## src/rtl/mini_mips_pkg.sv

```systemverilog
// Shared MIPS definitions: ALU control codes used by the ALU controller, ALU and MDU,
// plus the MDU state encoding.
package mini_mips_pkg;

   localparam logic [3:0] ALU_MULT  = 4'b1100;
   localparam logic [3:0] ALU_MULTU = 4'b1101;
   localparam logic [3:0] ALU_DIV   = 4'b1110;
   localparam logic [3:0] ALU_DIVU  = 4'b1111;

   typedef enum logic [1:0] {
      S_IDLE = 2'd0,
      S_CALC = 2'd1,
      S_FIX  = 2'd2
   } mdu_state_e;

   // All four MDU codes share the 11xx prefix.
   function automatic logic is_mdu_code(input logic [3:0] code);
      return code[3:2] == 2'b11;
   endfunction

endpackage

```

## src/rtl/mini_mips_mdu_signfix.sv

```systemverilog
// Sign handling around the unsigned MDU core: absolute values at entry and
// conditional two's-complement negation of the raw result at FIX.
module mini_mips_mdu_signfix #(
   parameter int WIDTH = 32
) (
   input  logic             sgn_i,
   input  logic [WIDTH-1:0] a_i,
   input  logic [WIDTH-1:0] b_i,
   output logic [WIDTH-1:0] abs_a_o,
   output logic [WIDTH-1:0] abs_b_o,
   input  logic             mul_i,
   input  logic             neg_lo_i,
   input  logic             neg_hi_i,
   input  logic [WIDTH-1:0] hi_i,
   input  logic [WIDTH-1:0] lo_i,
   output logic [WIDTH-1:0] fix_hi_o,
   output logic [WIDTH-1:0] fix_lo_o
);

   logic [2*WIDTH-1:0] prod;

   assign abs_a_o = (sgn_i && a_i[WIDTH-1]) ? ('0 - a_i) : a_i;
   assign abs_b_o = (sgn_i && b_i[WIDTH-1]) ? ('0 - b_i) : b_i;
   assign prod    = {hi_i, lo_i};

   // A product is negated as one 2*WIDTH value; quotient and remainder independently.
   always_comb begin
      if (mul_i) begin
         {fix_hi_o, fix_lo_o} = neg_lo_i ? ('0 - prod) : prod;
      end else begin
         fix_lo_o = neg_lo_i ? ('0 - lo_i) : lo_i;
         fix_hi_o = neg_hi_i ? ('0 - hi_i) : hi_i;
      end
   end

endmodule

```

## src/rtl/mini_mips_mdu.sv

```systemverilog
// Multi-cycle multiply/divide unit: shift-add multiply and restoring divide,
// WIDTH iterations, owning the architectural HI/LO registers.
module mini_mips_mdu
   import mini_mips_pkg::*;
#(
   parameter int WIDTH = 32
) (
   input  logic             clk,
   input  logic             rst,
   input  logic             start,
   input  logic [3:0]       alu_control,
   input  logic [WIDTH-1:0] op_a,
   input  logic [WIDTH-1:0] op_b,
   input  logic             hi_we,
   input  logic             lo_we,
   input  logic [WIDTH-1:0] wdata,
   output logic             busy,
   output logic             done,
   output logic [WIDTH-1:0] hi,
   output logic [WIDTH-1:0] lo
);

   localparam int CW = $clog2(WIDTH);

   mdu_state_e       state_q, state_d;
   logic [CW-1:0]    cnt_q;
   logic [WIDTH-1:0] acc_hi_q, acc_lo_q, opnd_q, hi_q, lo_q;
   logic             div_q, dz_q, neg_lo_q, neg_hi_q, done_q;
   logic             accept, calc, fix, sgn, div_ok;
   logic [WIDTH-1:0] abs_a, abs_b, fix_hi, fix_lo, step_hi, step_lo;
   logic [WIDTH:0]   mul_sum, div_sh, div_diff;

   assign accept = start && is_mdu_code(alu_control) && (state_q == S_IDLE);
   assign sgn    = ~alu_control[0];
   assign done   = done_q;
   assign hi     = hi_q;
   assign lo     = lo_q;

   mini_mips_mdu_signfix #(.WIDTH(WIDTH)) u_signfix (
      .sgn_i    (sgn),
      .a_i      (op_a),
      .b_i      (op_b),
      .abs_a_o  (abs_a),
      .abs_b_o  (abs_b),
      .mul_i    (~div_q),
      .neg_lo_i (neg_lo_q),
      .neg_hi_i (neg_hi_q),
      .hi_i     (acc_hi_q),
      .lo_i     (acc_lo_q),
      .fix_hi_o (fix_hi),
      .fix_lo_o (fix_lo)
   );

   always_ff @(posedge clk or posedge rst) begin
      if (rst) state_q <= S_IDLE;
      else     state_q <= state_d;
   end

   always_comb begin
      state_d = state_q;
      case (state_q)
         S_IDLE:  if (accept) state_d = S_CALC;
         S_CALC:  if (cnt_q == '0) state_d = S_FIX;
         S_FIX:   state_d = S_IDLE;
         default: state_d = S_IDLE;
      endcase
   end

   always_comb begin
      busy = (state_q != S_IDLE);
      calc = (state_q == S_CALC);
      fix  = (state_q == S_FIX);
   end

   // acc_lo holds multiplier (mult) or dividend/quotient (div); opnd holds the other operand.
   always_comb begin
      mul_sum  = {1'b0, acc_hi_q} + (acc_lo_q[0] ? {1'b0, opnd_q} : '0);
      div_sh   = {acc_hi_q, acc_lo_q[WIDTH-1]};
      div_diff = div_sh - {1'b0, opnd_q};
      div_ok   = ~div_diff[WIDTH];
      if (div_q) begin
         step_hi = div_ok ? div_diff[WIDTH-1:0] : div_sh[WIDTH-1:0];
         step_lo = {acc_lo_q[WIDTH-2:0], div_ok};
      end else begin
         step_hi = mul_sum[WIDTH:1];
         step_lo = {mul_sum[0], acc_lo_q[WIDTH-1:1]};
      end
   end

   always_ff @(posedge clk or posedge rst) begin
      if (rst) begin
         cnt_q    <= '0;
         acc_hi_q <= '0;
         acc_lo_q <= '0;
         opnd_q   <= '0;
         div_q    <= 1'b0;
         dz_q     <= 1'b0;
         neg_lo_q <= 1'b0;
         neg_hi_q <= 1'b0;
         done_q   <= 1'b0;
         hi_q     <= '0;
         lo_q     <= '0;
      end else begin
         done_q <= fix;
         if (accept) begin
            div_q    <= alu_control[1];
            dz_q     <= alu_control[1] && (op_b == '0);
            acc_hi_q <= '0;
            acc_lo_q <= alu_control[1] ? abs_a : abs_b;
            opnd_q   <= alu_control[1] ? abs_b : abs_a;
            neg_lo_q <= sgn & (op_a[WIDTH-1] ^ op_b[WIDTH-1]);
            neg_hi_q <= sgn & op_a[WIDTH-1];
            cnt_q    <= CW'(WIDTH - 1);
         end else if (calc) begin
            acc_hi_q <= step_hi;
            acc_lo_q <= step_lo;
            cnt_q    <= cnt_q - CW'(1);
         end
         // Divide by zero keeps the hi = dividend from the core but forces lo to all ones.
         if (fix) begin
            hi_q <= fix_hi;
            lo_q <= dz_q ? '1 : fix_lo;
         end else if ((state_q == S_IDLE) && !accept) begin
            if (hi_we) hi_q <= wdata;
            if (lo_we) lo_q <= wdata;
         end
      end
   end

endmodule

```

## config.mk

```make
export PLATFORM = sky130hd
export DESIGN_NAME = mini_mips_mdu
export DESIGN_NICKNAME = d
export VERILOG_FILES = /design/src/rtl/mini_mips_pkg.sv /design/src/rtl/mini_mips_mdu_signfix.sv /design/src/rtl/mini_mips_mdu.sv
export SDC_FILE = /design/constraint.sdc
export NUM_CORES = 1
export LEC_CHECK = 0
export ABC_AREA = 1
export CORE_MARGIN = 10
export CORE_UTILIZATION = 35
export CTS_BUF_LIST = sky130_fd_sc_hd__clkbuf_16
export DETAILED_ROUTE_END_ITERATION = 7
export GPL_TIMING_DRIVEN = 0
export PLACE_DENSITY_LB_ADDON = 0.05
export SYNTH_ARGS = -nofsm -noshare
export SYNTH_HDL_FRONTEND = slang
export SYNTH_SLANG_ARGS = --single-unit
```

## constraint.sdc

```tcl
create_clock -name clk -period 7.8 [get_ports clk]
set_input_delay 1.17 -clock clk [delete_from_list [all_inputs] [get_ports clk]]
set_output_delay 1.17 -clock clk [all_outputs]
set_load 0.02 [all_outputs]
```

# Yosys cells after proc, flatten, opt, wreduce, memory -nomap -nowiden
# Index checks and enable logic that the tools add are counted.
# word_totals
reg_bits,172
input_bits,105
out_inout_bits,66
elab_cells,77
# classes
n_addsub,8
n_eq_ne,5
n_mux,29
bitwise_logic,5
reduce_logical,18
# ops
op,count
32-bit 2-to-1 mux,23
"1-bit by 32-bit subtractor with 32-bit output, first input constant",4
64-bit 2-to-1 mux,1
"1-bit by 64-bit subtractor with 64-bit output, first input constant",1
32-bit by 32-bit adder with 33-bit output,1
33-bit by 32-bit subtractor with 33-bit output,1
32-bit logical NOT,1
5-bit 2-to-1 mux,2
2-bit nonzero test,5
1-bit logical AND,6
2-bit AND reduction,3
5-bit logical NOT,1
"5-bit by 1-bit subtractor with 5-bit output, second input constant",1
"2-bit equality test, second input constant",2
2-bit 2-to-1 mux,2
2-bit case mux with 2 select lines,1
1-bit bitwise AND,2
"2-bit by 1-bit equality test with 1-bit output, second input constant",1
2-bit logical NOT,1
"2-bit by 1-bit != test with 1-bit output, second input constant",1
"2-bit != test, second input constant",1
1-bit NOT,2
1-bit logical NOT,1
1-bit bitwise XOR,1

# Depth between registers and ports, before layout
# Gate-level depths: netlist (run 1).
# logic_depth
word_depth,7
depth_mapped,21
mapped_depth_nobuf,19

# Cells and area by module
# From an unflattened synthesis (run 1), not the netlist that was laid out.
# hier_totals
cells_unflattened,3147
hier_area_um2,18292.5
# modules_own_cells
module,instances,cells_each,area_per_inst_um2,seq_area_each_um2
mini_mips_mdu,1,2269,13949.6,4304.1
mini_mips_mdu_signfix,1,878,4342.9,0.0

# Worst setup path before layout (run 1)
# No wires, ideal clock.
# synth_timing
path_type,input to register
from,in op_a[0]
to,reg acc_lo_q[20]
setup_time_ns,0.120
arrival_ns,2.460
required_time_ns,7.680
path_slack_ns,5.220
path_stages,12
n_path_buf,0
cell_sequence,inv_1 > ha_1 > nand3_1 > nor2_1 > nand3_1 > nor2_1 > nand2_1 > a21o_1 > nand3_1 > nand3_1 > o21ai_0 > inv_1
# synth_between
elab_chain_len,4
# synth_lines
item,line,rtl
"start, declared",mini_mips_mdu.sv:12,"input logic [WIDTH-1:0] op_a,"
1-bit by 32-bit subtractor with 32-bit output,mini_mips_mdu_signfix.sv:22,assign abs_a_o = (sgn_i && a_i[WIDTH-1]) ? ('0 - a_i) : a_i;
32-bit 2-to-1 mux,mini_mips_mdu_signfix.sv:22,
32-bit 2-to-1 mux,mini_mips_mdu.sv:109,acc_lo_q <= alu_control[1] ? abs_a : abs_b;
32-bit 2-to-1 mux,mini_mips_mdu.sv:105,if (accept) begin
"end signal, assigned",mini_mips_mdu.sv:109,
"end signal, assigned",mini_mips_mdu.sv:116,acc_lo_q <= step_lo;
"end, declared",mini_mips_mdu.sv:27,"logic [WIDTH-1:0] acc_hi_q, acc_lo_q, opnd_q, hi_q, lo_q;"
# Every way passes these cells.
# A chain may end at the register's enable or synchronous reset.

# Final worst setup path (run 1)
# layout_timing
from,in op_b[0]
to,reg acc_lo_q[14]
# layout_between
elab_chain_len,4
# layout_lines
item,line,rtl
"start, declared",mini_mips_mdu.sv:13,"input logic [WIDTH-1:0] op_b,"
1-bit by 32-bit subtractor with 32-bit output,mini_mips_mdu_signfix.sv:23,assign abs_b_o = (sgn_i && b_i[WIDTH-1]) ? ('0 - b_i) : b_i;
32-bit 2-to-1 mux,mini_mips_mdu_signfix.sv:23,
32-bit 2-to-1 mux,mini_mips_mdu.sv:109,
32-bit 2-to-1 mux,mini_mips_mdu.sv:105,
# Every way passes these cells.

==> metrics.csv, run 1 <==
stage;metric;value;unit
run_status;status;complete, no violations;
yosys;ys_seq_area_share;23.7;%
clocking;cts_tree;yes;
clocking;cts.repair.resized;0;
placement;io_buffers;170;
clocking;cts_buffers;17;
floorplan;placementRows;83;
cells_and_area;nFillCells;5714;
global_routing;grt_util_all_layers;29.0;%
setup_path;worstPathArrival;4.21;ns
timing;worst_pin_slew;0.942;ns
placement;numPlacedInstances;3923;
placement;hpwlAfterDp;76100;um
placement;place_congestion;1.01;
global_routing;grt_pass1_wl;131000;um
timing;period_share;48.5;%
cells_and_area;multi_input_area;11500;um2
clocking;cts_buffer_depth;2;
floorplan;dieArea;61500;um2
cells_and_area;drive_above_1_share;4.92;%
drt;ant_nets;0;
cells_and_area;finalNonFillerCells;3954;
min_path;hold_class;flip-flop to flip-flop;
setup_path;end_kind;flip-flop;
global_routing;overflow;0;
cells_and_area;finalInstanceArea;21400;um2
timing;skew;0.0172;ns
yosys;synth_cell_type_count;54;
timing;slew_headroom;36.7;%
setup_path;worstPathRequired;8.22;ns
cells_and_area;register_area;4300;um2
timing;grt_setup_unrepaired;false;
timing;fmax;264;MHz
clocking;clkTransAtPathRegs;0.08;ns
timing;hold_viol;0;
yosys;syn-instance-count;3072;
drt;first_pass_iters;6;
setup_path;critical_path_class;input port to flip-flop;
global_routing;grt_pass1_vias;19800;
timing;drv_slew;0;
clocking;cts_sinks;172;
pwr;power_leakage;0.0109;uW
floorplan;num_io_pins;171;
clocking;insertion_delay;0.48;ns
clocking;ctsHoldBuffers;0;
timing;period_needed;3.79;ns
global_routing;grt_max_degree;112;
pwr;ir_drop;180;uV
drt;via_count;21100;
floorplan;initial_core_util;35.4;%
run;maxCapViolations;0;
yosys;async_flop_share;100;%
drt;drcViolationCount;0;
placement;place_area;20800;um2
setup_path;cp_max_fo;4;
cells_and_area;antenna_cells;0;
cells_and_area;fin_nets;3439;
timing;setup_viol;0;
yosys;syn-cell-area;18200;um2
setup_path;startpoint_type;input port;
drt;avgRoutedWirePerCell;22.9;um
yosys;postSynthAreaPerCell;5.92;um2
clocking;cts_root_buf;clkbuf_16;
yosys;synth_nets;3249;
drt;vias_per_cell;5.33;
yosys;synthFlopType;dfrtp_1;
drt;dr.first_iter.drc_count;1884;
floorplan;core_area;51400;um2
floorplan;fp.dieH;248;um
yosys;ys_warn_count;0;
yosys;ys_seq_elements;172;
pwr;cellPowerDensity;487;nW/um2
floorplan;die_x;248;um
clocking;cts_setup_buffers;0;
yosys;synth-edff-count;0;
drt;wl;90600;um
clocking;htree_levels;4;
cells_and_area;area_growth;17.4;%
global_routing;antenna_found_initial;0;
[synth_stat cells, drive strengths merged (3+ instances only)]
master,n,area (um2)
a21boi,16,120
a21oi,136,681
a221oi,29,254
a22oi,11,87.6
a2bb2oi,22,193
a31oi,5,31.3
and2,4,25.0
buf,43,264
clkbuf,55,206
clkinv,5,20.0
dfrtp,172,4300
ha,70,876
inv,494,1850
nand2,1003,3820
nand3,309,1620
nand3b,16,120
nand4,37,231
nor2,296,1200
nor3,32,175
nor3b,3,22.5
o211ai,38,285
o21a,3,22.5
o21ai,141,721
o21bai,11,82.6
o221ai,11,96.3
o22ai,3,18.8
o31ai,10,75.1
or2,33,206
xnor2,6,52.6
xor2,50,438
[worst max-delay path, stage by stage]
cell and delay [ns]:
clkdlybuf4s50_1 0.56, inv_1 0.11, ha_1 0.17, nand3_1 0.15, nor2_1 0.44, nand2_1 0.16
nor2_1 0.27, nor2_1 0.09, xor2_1 0.68, nand2_1 0.11, nand3_1 0.13, o21ai_0 0.09
inv_1 0.07
[final cells by class]
class | count | area share [%]
Clock buffer | 17 | 1.99
Sequential cell | 172 | 20.2
Clock inverter | 14 | 0.744
Inverter | 499 | 8.81
Buffer | 98 | 2.20
Multi-Input combinational cell | 2303 | 54.0
Tap cell | 680 | 3.98
Timing Repair Buffer | 171 | 8.10
[routing by layer]
layer  vias up  GRT usage (%)  part of all wire [%]
met3       142           5.04                   7.4
li1      10200              -                     -
met5         -              0                     0
met4         0           13.8                   4.8
met1      9835           39.0                    44
met2       850           44.3                    43
[path summary, 6_finish.rpt]
check | startpoint | to | slack (ns) | cells past startpoint
max in group asynchronous | rst | opnd_q[19] | 5.67 | 3
min in group asynchronous | rst | lo[23] | 1.09 | 2
setup reg to reg | acc_lo_q[0] | acc_hi_q[31] | 4.43 | 20
hold / removal | lo[20] | lo[20] | 0.49 | 2
setup / recovery | op_b[0] | acc_lo_q[14] | 4.01 | 13
hold reg to reg | lo[20] | lo[20] | 0.49 | 2
[per-stage QoR]
stage               util, %  TNS (ns)  power (uW)  worst slack (ns)  hold slack [ns]
global route           41.6         0       11300              3.87            0.512
CTS                    41.6         0       10200              4.17            0.491
global placement       40.3   -120.05        9260            -0.748            0.469
detailed placement     40.4         0        9300              3.67            0.472
finish                 41.6         0       10400              4.01            0.488
floorplan                 -         0        6630              1.97            0.457
[sequential cells by signal, indices dropped and copies added (netlist names)]
signal and cells:
div_q 1, done 1, cnt_q 5, neg_hi_q 1, acc_lo_q 32, neg_lo_q 1, hi 32, state_q 2
lo 32, dz_q 1, opnd_q 32, acc_hi_q 32
[where the power goes]
group	switching [uW]	leakage [uW]	internal, uW	total, uW
sequential	876	0.00202	1340	2210
combinational	4790	0.00859	2490	7280
clock	427	0.000287	477	904
[cells by family (layout without fill, tap and decap cells)]
kind of cell	Yosys count	in the layout	share of synthesized area, %
flops	172	172	23.7
xor+xnor	56	56	2.70
buf+inv	597	799	12.9
fa+ha+maj	72	72	5.04
compound gates	439	439	14.8
simple gates	1736	1736	40.9
[cell usage in the layout (no fill, tap or decap), types with 5 or more instances in the layout]
cell,n
nor2_4,6
o31ai_1,10
a21boi_1,12
o221ai_1,11
nand3b_1,16
a22oi_1,10
ha_1,70
clkbuf_1,55
inv_2,8
a2bb2oi_1,22
a221oi_1,29
buf_2,22
xnor2_1,6
xor2_1,50
nand2_1,985
inv_1,486
nand3_1,295
nor2_1,279
clkbuf_16,17
dfrtp_1,172
nor3_1,29
buf_6,8
nand3_2,13
buf_1,11
o211ai_1,38
o21ai_0,132
nor2_2,10
nand2_2,16
o21bai_1,11
a21oi_1,136
o21ai_1,5
or2_2,32
a31oi_1,5
clkinv_1,5
nand4_1,37
clkdlybuf4s50_1,170
(Power assumes the default switching activity.)
==> run 2, diff against run 1 <==
==> constraint.sdc (replaced) <==
create_clock -name clk -period 3.78 [get_ports clk]
set_input_delay 0.567 -clock clk [delete_from_list [all_inputs] [get_ports clk]]
set_output_delay 0.567 -clock clk [all_outputs]
set_load 0.02 [all_outputs]
==> run 2 against run 1 <==
Effect of this change:
- global-route usage down 0.13 points
- critical endpoint is now acc_hi_q[23]
- combinational power rose by 110%
- via count hardly changed
- largest cell class unchanged
- utilization rose by 0.097 points
- die area unchanged
- worst hold slack lost 0.0030 ns
- register-to-register slack worse by 4.1 ns
- sequential power up 110%
- cell count increased by 0.10%
- clock skew increased by 0.0023 ns
- count of clock-buffer cells in the layout stayed put
==> metrics.csv, run 2 (synthesis results as in run 1) <==
stage;metric;value;unit;change
drt;vias_per_cell;5.32;;was 5.33
placement;place_congestion;1.01;;about the same
setup_path;r2r_slack;0.38;ns;was 4.43 ns
global_routing;grt_util_all_layers;28.9;%;was 29.0%
global_routing;overflow;0;;unchanged
setup_path;critPathSlowestCell;clkbuf_1;;was xor2_1
global_routing;grt_pass1_wl;130000;um;was 131000 um
clocking;cts_sinks;172;;unchanged
run;maxCapViolations;0;;unchanged
placement;place_area;20800;um2;about the same
timing;grt_setup_unrepaired;false;;unchanged
clocking;insertion_delay;0.51;ns;was 0.48 ns
clocking;cts_root_buf;clkbuf_16;;unchanged
drt;wl;90300;um;was 90600 um
timing;fmax;294;MHz;
timing;slew_headroom;28.1;%;was 36.7%
setup_path;cp_max_fo;10;;was 4
placement;io_buffers;170;;unchanged
drt;avgRoutedWirePerCell;22.8;um;was 22.9 um
cells_and_area;area_growth;17.7;%;was 17.4%
cells_and_area;nFillCells;5767;;was 5714
timing;worst_pin_slew;1.07;ns;was 0.942 ns
setup_path;cp_common_cell;nand2_1;;was nor2_1
floorplan;fp.dieH;248;um;unchanged
timing;setup_viol;0;;unchanged
drt;via_count;21100;;about the same
cells_and_area;mostFrequentLayoutCells;985 x nand2_1, 486 x inv_1, 295 x nand3_1;;unchanged
drt;ant_nets;0;;unchanged
clocking;clkTransAtPathRegs;0.08;ns;about the same
setup_path;worstPathRequired;4.22;ns;was 8.22 ns
cells_and_area;register_area;4300;um2;unchanged
pwr;power;21500;uW;was 10400 uW
pwr;cellPowerDensity;1000;nW/um2;was 487 nW/um2
timing;drv_slew;0;;unchanged
placement;pre_cts_ws;0.291;ns;was 3.67 ns
timing;hold_viol;0;;unchanged
setup_path;crit_chain;buf_6 > clkbuf_1 > nand2_1 > inv_1 > ha_1 > inv_1 > fa_1 > inv_1 > nand3_1 > nand3_1 > inv_1 > o21ai_0 > nand2_1 > nand3_1 > nand2_1 > nand3_1 > nand2_1 > inv_1 > nand2_1 > nand2_1;;was clkdlybuf4s50_1 > inv_1 > ha_1 > nand3_1 > nor2_1 > nand2_1 > nor2_1 > nor2_1 > xor2_1 > nand2_1 > nand3_1 > o21ai_0 > inv_1
drt;dr.first_iter.drc_count;2035;;was 1884
cells_and_area;drive_above_1_share;5.03;%;was 4.92%
clocking;cts_tree;yes;;unchanged
cells_and_area;fin_nets;3442;;was 3439
drt;drcViolationCount;0;;unchanged
clocking;htree_levels;4;;unchanged
setup_path;r2r_cells;20;;unchanged
global_routing;antenna_found_initial;0;;unchanged
min_path;hold_class;input port to async pin;;was flip-flop to flip-flop
cells_and_area;finalInstanceArea;21400;um2;about the same
timing;period_share;90.0;%;
setup_path;worstPathArrival;3.84;ns;was 4.21 ns
clocking;ctsHoldBuffers;0;;unchanged
global_routing;grt_pass1_vias;19500;;was 19800
floorplan;num_io_pins;171;;unchanged
setup_path;startpoint_type;flip-flop;;was input port
cells_and_area;final_common_cell;nand2_1;;unchanged
floorplan;core_area;51400;um2;unchanged
clocking;cts_setup_buffers;0;;unchanged
pwr;power_leakage;0.0109;uW;about the same
placement;hpwlAfterDp;76100;um;about the same
floorplan;initial_core_util;35.4;%;unchanged
run_status;status;complete, no violations;;unchanged
clocking;cts_buffers;17;;unchanged
floorplan;dieArea;61500;um2;unchanged
floorplan;die_x;248;um;unchanged
setup_path;end_kind;flip-flop;;unchanged
pwr;ir_drop;466;uV;was 180 uV
timing;skew;0.0194;ns;was 0.0172 ns
timing;setup_slack;0.379;ns;was 4.01 ns
timing;period_needed;3.40;ns;
clocking;cts.repair.resized;0;;unchanged
global_routing;grt_max_degree;43;;was 112
cells_and_area;multi_input_area;11500;um2;unchanged
cells_and_area;antenna_cells;0;;unchanged
setup_path;critical_path_class;flip-flop to flip-flop;;was input port to flip-flop
floorplan;placementRows;83;;unchanged
clocking;cts_buffer_depth;2;;unchanged
setup_path;critical-path-max-stage-delay;0.43;ns;was 0.68 ns
drt;first_pass_iters;6;;unchanged
[run 2: changes by cell type in the layout (fill, tap and decap cells not counted), sizes merged]
cell | before | now
clkinv | 9 | 10
buf | 44 | 47
inv | 501 | 500
clkinvlp | 1 | 3
bufinv | 2 | 1
[run 2: through the flow]
stage	hold WS (ns)	utilization, %	cells	TNS (ns)
after CTS	0.486	41.6	3958	0
after detailed placement	0.472	40.5	3926	0
after global placement	0.467	40.4	3922	-99.36
after floorplan	0.457	-	3072	0
after global routing	0.504	41.6	3958	0
final	0.485	41.6	3958	0
[run 2: path summary, 6_finish.rpt]
path                        startpoint      endpoint
setup / recovery           acc_lo_q[0]  acc_hi_q[23]
hold / removal                     rst        lo[19]
setup reg to reg           acc_lo_q[0]  acc_hi_q[23]
hold reg to reg                 lo[21]        lo[21]
max in group asynchronous          rst    opnd_q[18]
min in group clk                lo[21]        lo[21]
[run 2: metal layers]
metal / global-route usage (%) / wire (um) / share of wire (%) / up-vias
met1: 39.5 / 40700 / 45 / 9888
li1: - / - / - / 10200
met4: 12.0 / 3650 / 4.0 / 0
met3: 4.87 / 6400 / 7.1 / 117
met2: 44.2 / 39600 / 44 / 825
met5: 0 / 0 / 0 / -
[run 2: area by class of cell]
type / count / share of cell area, %
buffer: 98 / 2.20
clock buffer: 17 / 1.99
clock inverter: 15 / 0.748
inverter: 499 / 8.77
multi-input combinational: 2303 / 53.9
sequential: 172 / 20.1
tap: 680 / 3.97
timing repair buffer: 174 / 8.32
[run 2: power by group]
group	switching, uW	total [uW]	leakage [uW]	internal (uW)
registers	1790	4540	0.00202	2760
logic	9940	15100	0.00861	5150
clock network	916	1840	0.000283	928
[run 2: critical path, delay by kind of cell, from the launching register on]
kind,cells,cell delay [ns]
AOI/OAI and AO/OA,1,0.31
adders and majority gates,2,0.68
buffers and inverters,7,1.00
DFF,1,0.35
and+or+nand+nor,10,1.00
==> run 3, diff against run 2 <==
--- a/config.mk
+++ b/config.mk
@@ -6,12 +6,14 @@
 export NUM_CORES = 1
 export LEC_CHECK = 0
 export ABC_AREA = 1
+export CORE_ASPECT_RATIO = 1.25
 export CORE_MARGIN = 10
 export CORE_UTILIZATION = 35
 export CTS_BUF_LIST = sky130_fd_sc_hd__clkbuf_16
 export DETAILED_ROUTE_END_ITERATION = 7
 export GPL_TIMING_DRIVEN = 0
 export PLACE_DENSITY_LB_ADDON = 0.05
+export SLEW_MARGIN = 20
 export SYNTH_ARGS = -nofsm -noshare
 export SYNTH_HDL_FRONTEND = slang
 export SYNTH_SLANG_ARGS = --single-unit
==> run 3 against run 2 <==
Effect of this change:
- first-iteration DRC count decreased by 12%
- cell area about the same
- clock skew increased by 0.0071 ns
- non-clock buffer count unchanged
- utilization about the same
- maximum frequency increased by 12%
- critical endpoint is now acc_hi_q[24]
- routed wire length decreased by 1.7%
- sequential cell count unchanged
- clock power decreased by 2%
- register-to-register slack improved by 0.38 ns
- global-route usage decreased by 0.82 points
- worst setup slack improved by 0.38 ns
==> metrics.csv, run 3 (synthesis results as in run 1) <==
stage;metric;value;unit;change
global_routing;grt_pass1_wl;129000;um;was 130000 um
timing;slew_headroom;36.3;%;was 28.1%
clocking;ctsHoldBuffers;0;;unchanged
placement;hpwlAfterDp;74400;um;was 76100 um
drt;dr.first_iter.drc_count;1788;;was 2035
drt;drcViolationCount;0;;unchanged
floorplan;initial_core_util;35.4;%;about the same
run;maxCapViolations;0;;unchanged
cells_and_area;antenna_cells;0;;unchanged
clocking;htree_levels;4;;unchanged
setup_path;critPathBufInv;3;;was 7
global_routing;grt_max_degree;35;;was 43
placement;place_congestion;1.03;;was 1.01
global_routing;overflow;0;;unchanged
clocking;clkTransAtPathRegs;0.08;ns;about the same
cells_and_area;finalNonFillerCells;3942;;was 3958
cells_and_area;fin_nets;3442;;unchanged
global_routing;grt_pass1_vias;19900;;was 19500
clocking;cts_sinks;172;;unchanged
floorplan;die_x;224;um;was 248 um
clocking;cts_tree;yes;;unchanged
setup_path;end_kind;flip-flop;;unchanged
drt;avgRoutedWirePerCell;22.5;um;was 22.8 um
timing;whs;0.487;ns;was 0.485 ns
setup_path;startpoint_type;flip-flop;;unchanged
floorplan;core_area;51400;um2;about the same
floorplan;fp.dieH;275;um;was 248 um
timing;tns;0;ns;unchanged
min_path;hp-start;lo[18];;
setup_path;critical-path-max-stage-delay;0.79;ns;was 0.43 ns
setup_path;startpoint;acc_hi_q[22];;was acc_lo_q[0]
run_status;status;complete, no violations;;unchanged
clocking;cts_buffer_depth;2;;unchanged
drt;vias_per_cell;5.33;;was 5.32
cells_and_area;mostFrequentLayoutCells;985 x nand2_1, 485 x inv_1, 295 x nand3_1;;was 985 x nand2_1, 486 x inv_1, 295 x nand3_1
pwr;power_leakage;0.0109;uW;about the same
placement;place_area;20800;um2;about the same
setup_path;worstPathRequired;4.18;ns;was 4.22 ns
timing;drv_slew;0;;unchanged
cells_and_area;finalInstanceArea;21400;um2;about the same
cells_and_area;final_common_cell;nand2_1;;unchanged
pwr;ir_drop;338;uV;was 466 uV
clocking;cts_buffers;17;;unchanged
setup_path;cp_common_cell;nand2_1;;unchanged
min_path;hold_class;flip-flop to flip-flop;;was input port to async pin
setup_path;crit_chain;ha_1 > nand2_1 > inv_2 > nand2_1 > nand2_1 > inv_1 > nand2_1 > a21oi_1 > nand3_1 > nand2_4 > buf_6 > nand3_1 > nand3_1 > nand2_1 > nand2_1;;was buf_6 > clkbuf_1 > nand2_1 > inv_1 > ha_1 > inv_1 > fa_1 > inv_1 > nand3_1 > nand3_1 > inv_1 > o21ai_0 > nand2_1 > nand3_1 > nand2_1 > nand3_1 > nand2_1 > inv_1 > nand2_1 > nand2_1
setup_path;reg2reg_from;acc_hi_q[22];;was acc_lo_q[0]
timing;worst_pin_slew;0.946;ns;was 1.07 ns
floorplan;dieArea;61500;um2;about the same
setup_path;cpLargestDelayFamily;simple AND/OR/NAND/NOR gates;;was buffers and inverters
timing;grt_setup_unrepaired;false;;unchanged
drt;ant_nets;0;;unchanged
setup_path;cp_max_fo;10;;unchanged
floorplan;placementRows;93;;was 83
clocking;insertion_delay;0.49;ns;was 0.51 ns
global_routing;grt_util_all_layers;28.1;%;was 28.9%
timing;fmax;331;MHz;was 294 MHz
clocking;cts_root_buf;clkbuf_16;;unchanged
drt;wl;88800;um;was 90300 um
timing;hold_viol;0;;unchanged
placement;io_buffers;170;;unchanged
floorplan;num_io_pins;171;;unchanged
clocking;cts.repair.resized;0;;unchanged
timing;setup_viol;0;;unchanged
drt;via_count;21000;;was 21100
timing;period_needed;3.03;ns;was 3.40 ns
placement;numPlacedInstances;3912;;was 3926
timing;period_share;80.0;%;was 90.0%
cells_and_area;area_growth;17.6;%;was 17.7%
global_routing;antenna_found_initial;0;;unchanged
cells_and_area;drive_above_1_share;5.10;%;was 5.03%
cells_and_area;finish.utilization;41.6;%;about the same
setup_path;critical_path_class;flip-flop to flip-flop;;unchanged
drt;first_pass_iters;5;;was 6
setup_path;worstPathArrival;3.43;ns;was 3.84 ns
setup_path;critPathSlowestCell;dfrtp_1;;was clkbuf_1
pwr;cellPowerDensity;993;nW/um2;was 1000 nW/um2
timing;skew;0.0266;ns;was 0.0194 ns
==> run 3: cell count changes in the layout (fill, tap and decap cells not counted), sizes merged <==
| cell | before | now |
|---|---|---|
| buf | 47 | 48 |
| bufinv | 1 | 0 |
| clkbuf | 72 | 71 |
==> run 3: area by class of cell <==
class                           count  area, um2
Inverter                          499       1880
Sequential cell                   172       4300
Fill cell                        5791      30000
Clock buffer                       17        425
Clock inverter                     14        150
Buffer                             97        467
Tap cell                          665        832
Timing Repair Buffer              175       1800
Multi-Input combinational cell   2303      11500
==> run 3: report_power, final <==
part	internal (uW)	switching, uW	total (uW)
Combinational	5140	9760	14900
Sequential	2760	1800	4560
Clock	878	923	1800
Total	8770	12500	21300
==> run 3: per-stage QoR <==
stage	setup WS (ns)	total power (uW)
after detailed placement	0.335	19100
after global routing	0.472	23100
after global placement	-0.601	19000
after floorplan	1.02	13700
after CTS	0.306	21000
final	0.755	21300
==> run 3: routing by layer <==
metal / vias up / GRT usage (%) / share of wire (%)
li1: 10200 / - / -
met1: 9773 / 35.0 / 42
met2: 853 / 46.0 / 46
met3: 171 / 3.90 / 6.5
met4: 0 / 15.4 / 5.7
met5: - / 0 / 0
==> run 3: what timing repair did <==
item	CTS	global route
buffers inserted	0	0
setup endpoints to repair	0	2
hold endpoints to repair	0	0
==> run 3: worst paths after layout <==
| kind | to | slack (ns) | cells after the start |
|---|---|---|---|
| max | acc_hi_q[24] | 0.75 | 15 |
| min | lo[18] | 0.49 | 2 |
| max reg2reg | acc_hi_q[24] | 0.75 | 15 |
| min reg2reg | lo[18] | 0.49 | 2 |
| max in group asynchronous | opnd_q[21] | 2.20 | 5 |
| min in group asynchronous | lo[7] | 0.50 | 2 |
==> run 3: worst reg2reg max path: cells and delay by family (launching register included) <==
family | cells | cell delay (ns)
buf+inv | 3 | 0.27
fa+ha+maj | 1 | 0.43
simple gates | 10 | 1.07
flops | 1 | 0.79
compound gates | 1 | 0.40
